### src/rtl/lc3b_instr_encoder_if.sv
// Request/memory bundle for the LC-3b instruction encoder.
// master: field source and memory model; slave: the encoder itself.
interface lc3b_instr_encoder_if;
  logic        req_valid;
  logic        req_ready;
  logic [3:0]  opcode;
  logic [2:0]  dest;
  logic [2:0]  src1;
  logic [2:0]  src2;
  logic [4:0]  imm5;
  logic        imm5_enable;
  logic [5:0]  offset6;
  logic [8:0]  offset9;
  logic [10:0] imm11;
  logic        imm11_enable;
  logic [15:0] mem_address;
  logic [15:0] mem_wdata;
  logic        mem_write;
  logic [1:0]  mem_byte_enable;
  logic        mem_resp;

  modport master (
    output req_valid, opcode, dest, src1, src2, imm5, imm5_enable,
           offset6, offset9, imm11, imm11_enable, mem_resp,
    input  req_ready, mem_address, mem_wdata, mem_write, mem_byte_enable
  );

  modport slave (
    input  req_valid, opcode, dest, src1, src2, imm5, imm5_enable,
           offset6, offset9, imm11, imm11_enable, mem_resp,
    output req_ready, mem_address, mem_wdata, mem_write, mem_byte_enable
  );
endinterface

### src/rtl/lc3b_instr_encoder.sv
// Packs LC-3b instruction fields into 16-bit words and writes them to
// sequential word addresses, one write in flight at a time.
//
// state   | meaning
// --------+---------------------------------------------------------
// S_IDLE  | ready for a field bundle; restart reloads the pointer
// S_WRITE | mem_write held with stable address/data until mem_resp
module lc3b_instr_encoder #(
  parameter logic [15:0] BASE_ADDR = 16'h0000,
  parameter logic [15:0] ADDR_STEP = 16'd2
) (
  input  logic                        i_clk,
  input  logic                        i_reset,
  input  logic                        i_restart,
  lc3b_instr_encoder_if.slave         bus,
  output logic [15:0]                 o_last_word,
  output logic [15:0]                 o_words_written,
  output logic                        o_busy
);

  typedef enum logic {S_IDLE, S_WRITE} state_t;

  state_t      r_state;
  state_t      w_next_state;
  logic [15:0] r_addr;
  logic [15:0] r_wdata;
  logic [15:0] r_last_word;
  logic [15:0] r_count;
  logic [15:0] w_word;
  logic        w_accept;
  logic        w_done;

  // Field packing, evaluated every cycle and captured only on accept.
  always_comb begin
    w_word = 16'h0000;
    case (bus.opcode)
      4'b0001, 4'b0101:
        w_word = {bus.opcode, bus.dest, bus.src1, bus.imm5_enable,
                  bus.imm5_enable ? bus.imm5 : {2'b00, bus.src2}};
      4'b1001:
        w_word = {bus.opcode, bus.dest, bus.src1, 6'b111111};
      4'b0000, 4'b1110, 4'b1010, 4'b1011:
        w_word = {bus.opcode, bus.dest, bus.offset9};
      4'b0110, 4'b0111, 4'b0010, 4'b0011:
        w_word = {bus.opcode, bus.dest, bus.src1, bus.offset6};
      4'b1100:
        w_word = {bus.opcode, 3'b000, bus.src1, 6'b000000};
      4'b0100:
        w_word = {bus.opcode, bus.imm11_enable,
                  bus.imm11_enable ? bus.imm11 : {2'b00, bus.src1, 6'b000000}};
      4'b1101:
        w_word = {bus.opcode, bus.dest, bus.src1, bus.imm5_enable,
                  bus.imm5[4], bus.imm5[3:0]};
      4'b1111:
        w_word = {bus.opcode, 4'b0000, bus.imm11[7:0]};
      4'b1000:
        w_word = 16'h8000;
      default:
        w_word = 16'h0000;
    endcase
  end

  // Next-state and handshake/strobe outputs; outputs depend on state only,
  // so mem_write rises the cycle after accept and falls the cycle after resp.
  always_comb begin
    w_next_state        = r_state;
    w_accept            = 1'b0;
    w_done              = 1'b0;
    bus.req_ready       = 1'b0;
    bus.mem_write       = 1'b0;
    bus.mem_byte_enable = 2'b00;
    o_busy              = 1'b0;
    case (r_state)
      S_IDLE: begin
        bus.req_ready = 1'b1;
        if (bus.req_valid) begin
          w_accept     = 1'b1;
          w_next_state = S_WRITE;
        end
      end
      S_WRITE: begin
        bus.mem_write       = 1'b1;
        bus.mem_byte_enable = 2'b11;
        o_busy              = 1'b1;
        if (bus.mem_resp) begin
          w_done       = 1'b1;
          w_next_state = S_IDLE;
        end
      end
      default: w_next_state = S_IDLE;
    endcase
  end

  // State register.
  always_ff @(posedge i_clk) begin
    if (i_reset) r_state <= S_IDLE;
    else         r_state <= w_next_state;
  end

  // Write pointer, data latch and completed-write counter. A restart in the
  // same cycle as an accept still lands the new word at BASE_ADDR because
  // the pointer only advances on completion.
  always_ff @(posedge i_clk) begin
    if (i_reset) begin
      r_addr      <= BASE_ADDR;
      r_wdata     <= 16'h0000;
      r_last_word <= 16'h0000;
      r_count     <= 16'h0000;
    end else begin
      if (r_state == S_IDLE && i_restart) begin
        r_addr  <= BASE_ADDR;
        r_count <= 16'h0000;
      end
      if (w_accept) begin
        r_wdata     <= w_word;
        r_last_word <= w_word;
      end
      if (w_done) begin
        r_addr <= r_addr + ADDR_STEP;
        if (r_count != 16'hFFFF) r_count <= r_count + 16'd1;
      end
    end
  end

  assign bus.mem_address = r_addr;
  assign bus.mem_wdata   = r_wdata;
  assign o_last_word     = r_last_word;
  assign o_words_written = r_count;

endmodule
### src/flat_wrapper.sv
// flat-port wrapper written by rule: the top's interface ports become plain ports
module lc3b_instr_encoder_flat 
#(
  parameter logic [15:0] BASE_ADDR = 16'h0000,
  parameter logic [15:0] ADDR_STEP = 16'd2
)
  (i_clk, i_reset, i_restart, o_last_word, o_words_written, o_busy, bus_req_valid, bus_opcode, bus_dest, bus_src1, bus_src2, bus_imm5, bus_imm5_enable, bus_offset6, bus_offset9, bus_imm11, bus_imm11_enable, bus_mem_resp, bus_req_ready, bus_mem_address, bus_mem_wdata, bus_mem_write, bus_mem_byte_enable);
  lc3b_instr_encoder_if bus_i ();
  input  logic i_clk;
  input  logic i_reset;
  input  logic i_restart;
  output logic [15:0] o_last_word;
  output logic [15:0] o_words_written;
  output logic o_busy;
  input wire logic [$bits(bus_i.req_valid)-1:0] bus_req_valid;
  input wire logic [$bits(bus_i.opcode)-1:0] bus_opcode;
  input wire logic [$bits(bus_i.dest)-1:0] bus_dest;
  input wire logic [$bits(bus_i.src1)-1:0] bus_src1;
  input wire logic [$bits(bus_i.src2)-1:0] bus_src2;
  input wire logic [$bits(bus_i.imm5)-1:0] bus_imm5;
  input wire logic [$bits(bus_i.imm5_enable)-1:0] bus_imm5_enable;
  input wire logic [$bits(bus_i.offset6)-1:0] bus_offset6;
  input wire logic [$bits(bus_i.offset9)-1:0] bus_offset9;
  input wire logic [$bits(bus_i.imm11)-1:0] bus_imm11;
  input wire logic [$bits(bus_i.imm11_enable)-1:0] bus_imm11_enable;
  input wire logic [$bits(bus_i.mem_resp)-1:0] bus_mem_resp;
  output wire logic [$bits(bus_i.req_ready)-1:0] bus_req_ready;
  output wire logic [$bits(bus_i.mem_address)-1:0] bus_mem_address;
  output wire logic [$bits(bus_i.mem_wdata)-1:0] bus_mem_wdata;
  output wire logic [$bits(bus_i.mem_write)-1:0] bus_mem_write;
  output wire logic [$bits(bus_i.mem_byte_enable)-1:0] bus_mem_byte_enable;
  assign bus_i.req_valid = bus_req_valid;
  assign bus_i.opcode = bus_opcode;
  assign bus_i.dest = bus_dest;
  assign bus_i.src1 = bus_src1;
  assign bus_i.src2 = bus_src2;
  assign bus_i.imm5 = bus_imm5;
  assign bus_i.imm5_enable = bus_imm5_enable;
  assign bus_i.offset6 = bus_offset6;
  assign bus_i.offset9 = bus_offset9;
  assign bus_i.imm11 = bus_imm11;
  assign bus_i.imm11_enable = bus_imm11_enable;
  assign bus_i.mem_resp = bus_mem_resp;
  assign bus_req_ready = bus_i.req_ready;
  assign bus_mem_address = bus_i.mem_address;
  assign bus_mem_wdata = bus_i.mem_wdata;
  assign bus_mem_write = bus_i.mem_write;
  assign bus_mem_byte_enable = bus_i.mem_byte_enable;
  lc3b_instr_encoder #(.BASE_ADDR(BASE_ADDR), .ADDR_STEP(ADDR_STEP)) u_core (.i_clk(i_clk), .i_reset(i_reset), .i_restart(i_restart), .bus(bus_i), .o_last_word(o_last_word), .o_words_written(o_words_written), .o_busy(o_busy));
endmodule
### config.mk
export PLATFORM = sky130hd
export DESIGN_NAME = lc3b_instr_encoder_flat
export DESIGN_NICKNAME = d
export VERILOG_FILES = /design/src/rtl/lc3b_instr_encoder_if.sv /design/src/rtl/lc3b_instr_encoder.sv /design/src/flat_wrapper.sv
export SDC_FILE = /design/constraint.sdc
export NUM_CORES = 1
export LEC_CHECK = 0
export ABC_AREA = 1
export CAP_MARGIN = 20
export CORE_UTILIZATION = 40
export CTS_BUF_LIST = sky130_fd_sc_hd__clkbuf_4 sky130_fd_sc_hd__clkbuf_8 sky130_fd_sc_hd__clkbuf_16
export DETAILED_ROUTE_END_ITERATION = 16
export GPL_TIMING_DRIVEN = 1
export PLACE_DENSITY = 0.74
export SYNTH_ARGS = -nofsm -noshare
export SYNTH_HDL_FRONTEND = slang
export SYNTH_SLANG_ARGS = --single-unit
### constraint.sdc
create_clock -name i_clk -period 3.4 [get_ports i_clk]
set_input_delay 1.02 -clock i_clk [delete_from_list [all_inputs] [get_ports i_clk]]
set_output_delay 1.02 -clock i_clk [all_outputs]
set_load 0.01 [all_outputs]
Word level (Yosys, flattened, before mapping)
Cells that the tools add are included.
Cells by class
  $add $sub $neg: 2
  equality and inequality tests: 16
  mux-type cells: 17
  bitwise operators: 1
  reduce and logical (&&, ||, !) cells: 6
Operator list (count)
  case mux 16 bit (9 select lines): 1
  2-to-1 mux 16 bit: 5
  equality test 4 bit, second input constant: 8
  adder 16 x 1 -> 16 bit, second input constant: 1
  adder 16 x 2 -> 16 bit, second input constant: 1
  equality test 4 x 3 -> 1 bit, second input constant: 4
  != test 16 bit, second input constant: 1
  2-to-1 mux 11 bit: 1
  equality test 4 x 2 -> 1 bit, second input constant: 2
  OR reduction 4 bit: 2
  2-to-1 mux 1 bit: 7
  2-to-1 mux 5 bit: 1
  equality test 4 x 1 -> 1 bit, second input constant: 1
  zero test 4 bit: 1
  2-to-1 mux 2 bit: 1
  case mux 1 bit (2 select lines): 1
  nonzero test 2 bit: 1
  OR reduction 2 bit: 1
  logical AND 1 bit: 1
  NOT 1 bit: 1
Storage, ports and cells
  register bits: 49
  bits of input ports: 51
  output and inout bits: 69

Longest topological paths before layout
  word-level depth: 5
  depth in mapped cells: 9
  depth with buffers taken out: 9

Least setup slack after synthesis
Ideal clock, no wire load.
  kind: input port to flip-flop
  start: input bus_mem_resp
  end: register u_core.r_addr[9], in the netlist u_core.bus.mem_address[9]
  data arrival time: 1806 ps
  required time: 3336 ps
  setup slack: 1530 ps
  stages: 7
  path buffers: 0
  cells stage by stage: nand2_1 -> inv_1 -> nor2_2 -> nand2_1 -> o21ai_0 -> o21ai_1 -> nor2_1
Between the ends
  word-level cells in the longest chain between the ends: 3
Ends and longest elaborated chain
  start: declaration: RTL line flat_wrapper.sv:26  | input wire logic [$bits(bus_i.mem_resp)-1:0] bus_mem_resp;
  2-to-1 mux 1 bit *: RTL line lc3b_instr_encoder.sv:85  | if (bus.mem_resp) begin
  2-to-1 mux 1 bit *: RTL line lc3b_instr_encoder.sv:73  | case (r_state)
  2-to-1 mux 16 bit or nonzero test 2 bit (tied branches)
  end signal: assignment: RTL line lc3b_instr_encoder.sv:119  | r_addr <= r_addr + ADDR_STEP;
  end: declaration: RTL line lc3b_instr_encoder.sv:25  | logic [15:0] r_addr;
Every way passes the cells marked *; elsewhere a longest branch is shown, timed or not.
A chain may end at the register's enable or synchronous reset.

Worst setup path after layout
  start: input bus_opcode[3]
  end: register u_core.r_wdata[3], in the netlist u_core.bus.mem_wdata[3]
Between the ends
  word-level cells in the longest chain between the ends: 3
Ends and longest elaborated chain
  start: declaration: RTL line flat_wrapper.sv:16  | input wire logic [$bits(bus_i.opcode)-1:0] bus_opcode;
  equality test 4 x 3 -> 1 bit (tied with other cells): RTL line lc3b_instr_encoder.sv:36  | case (bus.opcode)
  OR reduction 4 bit or OR reduction 2 bit (tied branches): RTL line lc3b_instr_encoder.sv:36
  case mux 16 bit (9 select lines) *: RTL line lc3b_instr_encoder.sv:36
  end signal: assignment: RTL line lc3b_instr_encoder.sv:115  | r_wdata <= w_word;
  end: declaration: RTL line lc3b_instr_encoder.sv:26  | logic [15:0] r_wdata;
Marks and branches as above.

==> summary.txt <==
Routing
  – Post-Route WL: 9.03 mm
  – DRC violations left: 0
  – Initial drt markers: 214
  – Drt pass-1 iters: 4
  – Vias per cell: 5.15
  – Post-DRT Antenna Nets: 0
  – Total number of vias: 3532
  – Avg WL per Cell: 13.2 um

Floorplanning
  – Die Wd: 89.7 um
  – Row cnt: 31
  – Core footprint: 7330 um2
  – Die Area: 8040 um2
  – Io pins: 120
  – Starting Density: 42.0%
  – Die H: 89.7 um

Critical path
  – Arr. time, crit path: 2.67 ns
  – Slowest cell on the critical path: clkdlybuf4s50_1
  – Top delay family on crit path: buffers and inverters
  – Slowest cell delay on critical path: 0.62 ns
  – Crit Path Class: in -> reg
  – CP Cell Sequence: clkdlybuf4s50_1 > inv_2 > nand2_1 > inv_1 > a21oi_1 > nand3_1 > nor2_1 > nor2_1
  – CP Capture Type: flop
  – Max FO, Critical Path: 11
  – Critical Path RT: 3.59 ns
  – Crit path buffers/inverters: 3
  – CP startpoint kind: primary input
  – Most Frequent Cell on Critical Path: nor2_1

Synth
  – Cells after Synth: 490
  – Mean Syn Cell Area: 6.28 um2
  – Synth top area cells: dfxtp_1 31%, nand2_1 16%, nor2_1 7.6%
  – Post-synthesis register bit count: 48
  – Post-Syn Area: 3080 um2
  – Yosys warning count: 0
  – Leading area contributor after synthesis: dfxtp_1
  – Yosys top cell area share: 31.2%
  – Sequential-to-total area share from yosys stat: 31.2%
  – Synth Net Count: 543
  – Library cells used by synthesis: 34

Clock network
  – Max clock buf depth: 2
  – Setup bufs post-CTS: 0
  – CTS tree: done
  – Hold Buf Count CTS: 0
  – Clk sinks: 48
  – Root buffer cell: clkbuf_8
  – CTS clk-pin slew, worst paths: 0.08 ns
  – H-tree levels: 2
  – Num CTS Buffers: 5
  – Worst-Skew Late Latency: 0.30 ns
  – PostCTS Resize Cnt: 0

Place
  – GP Congestion: 0.946
  – Dpl ws: 0.642 ns
  – DP HPWL: 7.00 mm
  – Placed cell count: 679
  – PortBufs: 118
  – Placed inst area: 4190 um2

Timing
  – Final worst slack: 0.917 ns
  – Slew @ Worst Pin: 0.689 ns
  – Period utilization: 73.0%
  – Endpoints failing setup: 0
  – Max Clock Freq: 403 MHz
  – Min Hold Slack: 0.501 ns
  – Relative slew slack: 54.0%
  – Setup TNS: 0 ns
  – Fin. Hold Viols: 0
  – RSZ-0062 raised after global routing: false
  – Setup Skew: 0.00889 ns
  – Final Slew Violations: 0
  – Tmin final: 2.48 ns

GRT
  – Met1 usage: 28.4%
  – First-pass GRT wire length: 14.2 mm
  – Total GRT Usage: 23.0%
  – Initial antenna violation count: 0
  – Most used routing layer: met2
  – Largest net degree at the start of global routing: 27
  – Grt met2 use: 40.3%
  – GRT overflow: 0
  – M3 GR Usage: 4.57%
  – Vias in the first global route: 3053

Power
  – Power per cell area: 291 nW/um2
  – Peak supply drop: 0.191 mV
  – Leakage: 1.63 nW
  – Design Power: 1.25 mW

Finish
  – Filler cell count: 679
  – Final non-filler cell area: 4280 um2
  – Layout Utilization: 58.4%
  – Final Non-Filler Cells: 686
  – Nets: 640
  – N_diodes: 0
  – Layout cell share with drive strength beyond 1: 5.96%
  – Area growth from synthesis to layout: 39.1%

Run
  – Maxcap violations: 0

Worst hold path
  – Hold Crit Class: reg -> reg

Run status
  – Status: finished, final reports clean
## layout make-up
type | instances | area (um2) | area share (%)
clock buffer | 6 | 82.6 | 1.93
tap | 99 | 124 | 2.90
sequential | 48 | 961 | 22.5
multi-input combinational | 357 | 1690 | 39.5
timing repair buffer | 123 | 1220 | 28.5
clock inverter | 1 | 8.76 | 0.205
inverter | 52 | 195 | 4.56
## flip-flops by register name, summed over array words and instances (netlist names)
| name | flops |
|---|---|
| u_core.bus.mem_address | 15 |
| u_core.bus.mem_wdata | 16 |
| u_core.o_words_written | 16 |
| u_core.r_state | 1 |
## path summary, 6_finish.rpt
path	slack, ns	end	cells past startpoint	start
setup / recovery	0.92	u_core.bus.mem_wdata[3]$_SDFFE_PP0P_	8	bus_opcode[3]
setup reg to reg	1.58	u_core.o_words_written[0]$_SDFF_PP0_	8	u_core.o_words_written[0]$_SDFF_PP0_
hold reg to reg	0.50	u_core.bus.mem_wdata[1]$_SDFFE_PP0P_	2	u_core.bus.mem_wdata[1]$_SDFFE_PP0P_
hold / removal	0.50	u_core.bus.mem_wdata[1]$_SDFFE_PP0P_	2	u_core.bus.mem_wdata[1]$_SDFFE_PP0P_
## routing by layer
metal  routed length [um]  vias up
li1                     -     1778
met1                 3950     1603
met2                 4430      137
met3                  505       14
met4                  141        0
met5                    0        -
## where the power goes
group	total, mW	leakage [nW]	internal (mW)	switching (mW)
combinational	0.289	1.19	0.150	0.139
clock	0.357	0.0473	0.163	0.195
sequential	0.600	0.391	0.581	0.0193
total	1.25	1.63	0.893	0.352
## worst min-delay path, delay by kind of cell, from the launching register on
kind	cells	cell delay, ns
compound gates	1	0.06
flops	1	0.34
simple gates	1	0.07
## cells by family (layout without fill, tap and decap cells)
kind of cell    Yosys count  count (layout)  share of synthesized area (%)
other cells               1               1                          0.122
fa+ha+maj                 2               2                          0.814
compound gates           98              98                           17.5
flops                    48              48                           31.2
buf+inv                  85             182                           13.9
simple gates            256             256                           36.4
## cell usage after synthesis
master / number
a21oi_2: 4
nor2_1: 62
o21bai_1: 1
buf_2: 4
nand4_1: 16
o21ai_2: 1
nor2_4: 2
nand3_2: 2
ha_1: 2
nand2_4: 1
o21ai_0: 35
o21ai_1: 13
nand4_4: 1
nand3_1: 30
nand2_2: 6
dfxtp_1: 48
a21oi_1: 32
a41oi_1: 3
nor3_1: 4
o31ai_1: 1
o22ai_1: 1
buf_12: 1
buf_6: 1
inv_2: 4
clkbuf_1: 6
nand2_1: 130
conb_1: 1
a31oi_1: 4
buf_4: 21
nor2_2: 1
o211ai_1: 1
nor3_2: 1
inv_1: 48
o21a_1: 2
## cell usage in the layout (no fill, tap or decap)
cell type / count
a31oi_1: 4
a41oi_1: 3
buf_4: 5
dfxtp_1: 48
nand4_1: 16
ha_1: 2
a21oi_1: 32
nand3_2: 2
o31ai_1: 1
nor3_1: 4
o22ai_1: 1
a21oi_2: 4
nor2_2: 1
o21bai_1: 1
o21ai_1: 13
nand2_1: 130
nor3_2: 1
o21ai_0: 35
o21a_1: 2
o21ai_2: 1
inv_2: 4
clkdlybuf4s50_1: 118
nor2_4: 2
nand3_1: 30
nand4_4: 1
o211ai_1: 1
inv_1: 48
clkinv_4: 1
nand2_2: 6
nor2_1: 62
clkbuf_8: 6
conb_1: 1
nand2_4: 1
Power figures use the tool's default switching activity.
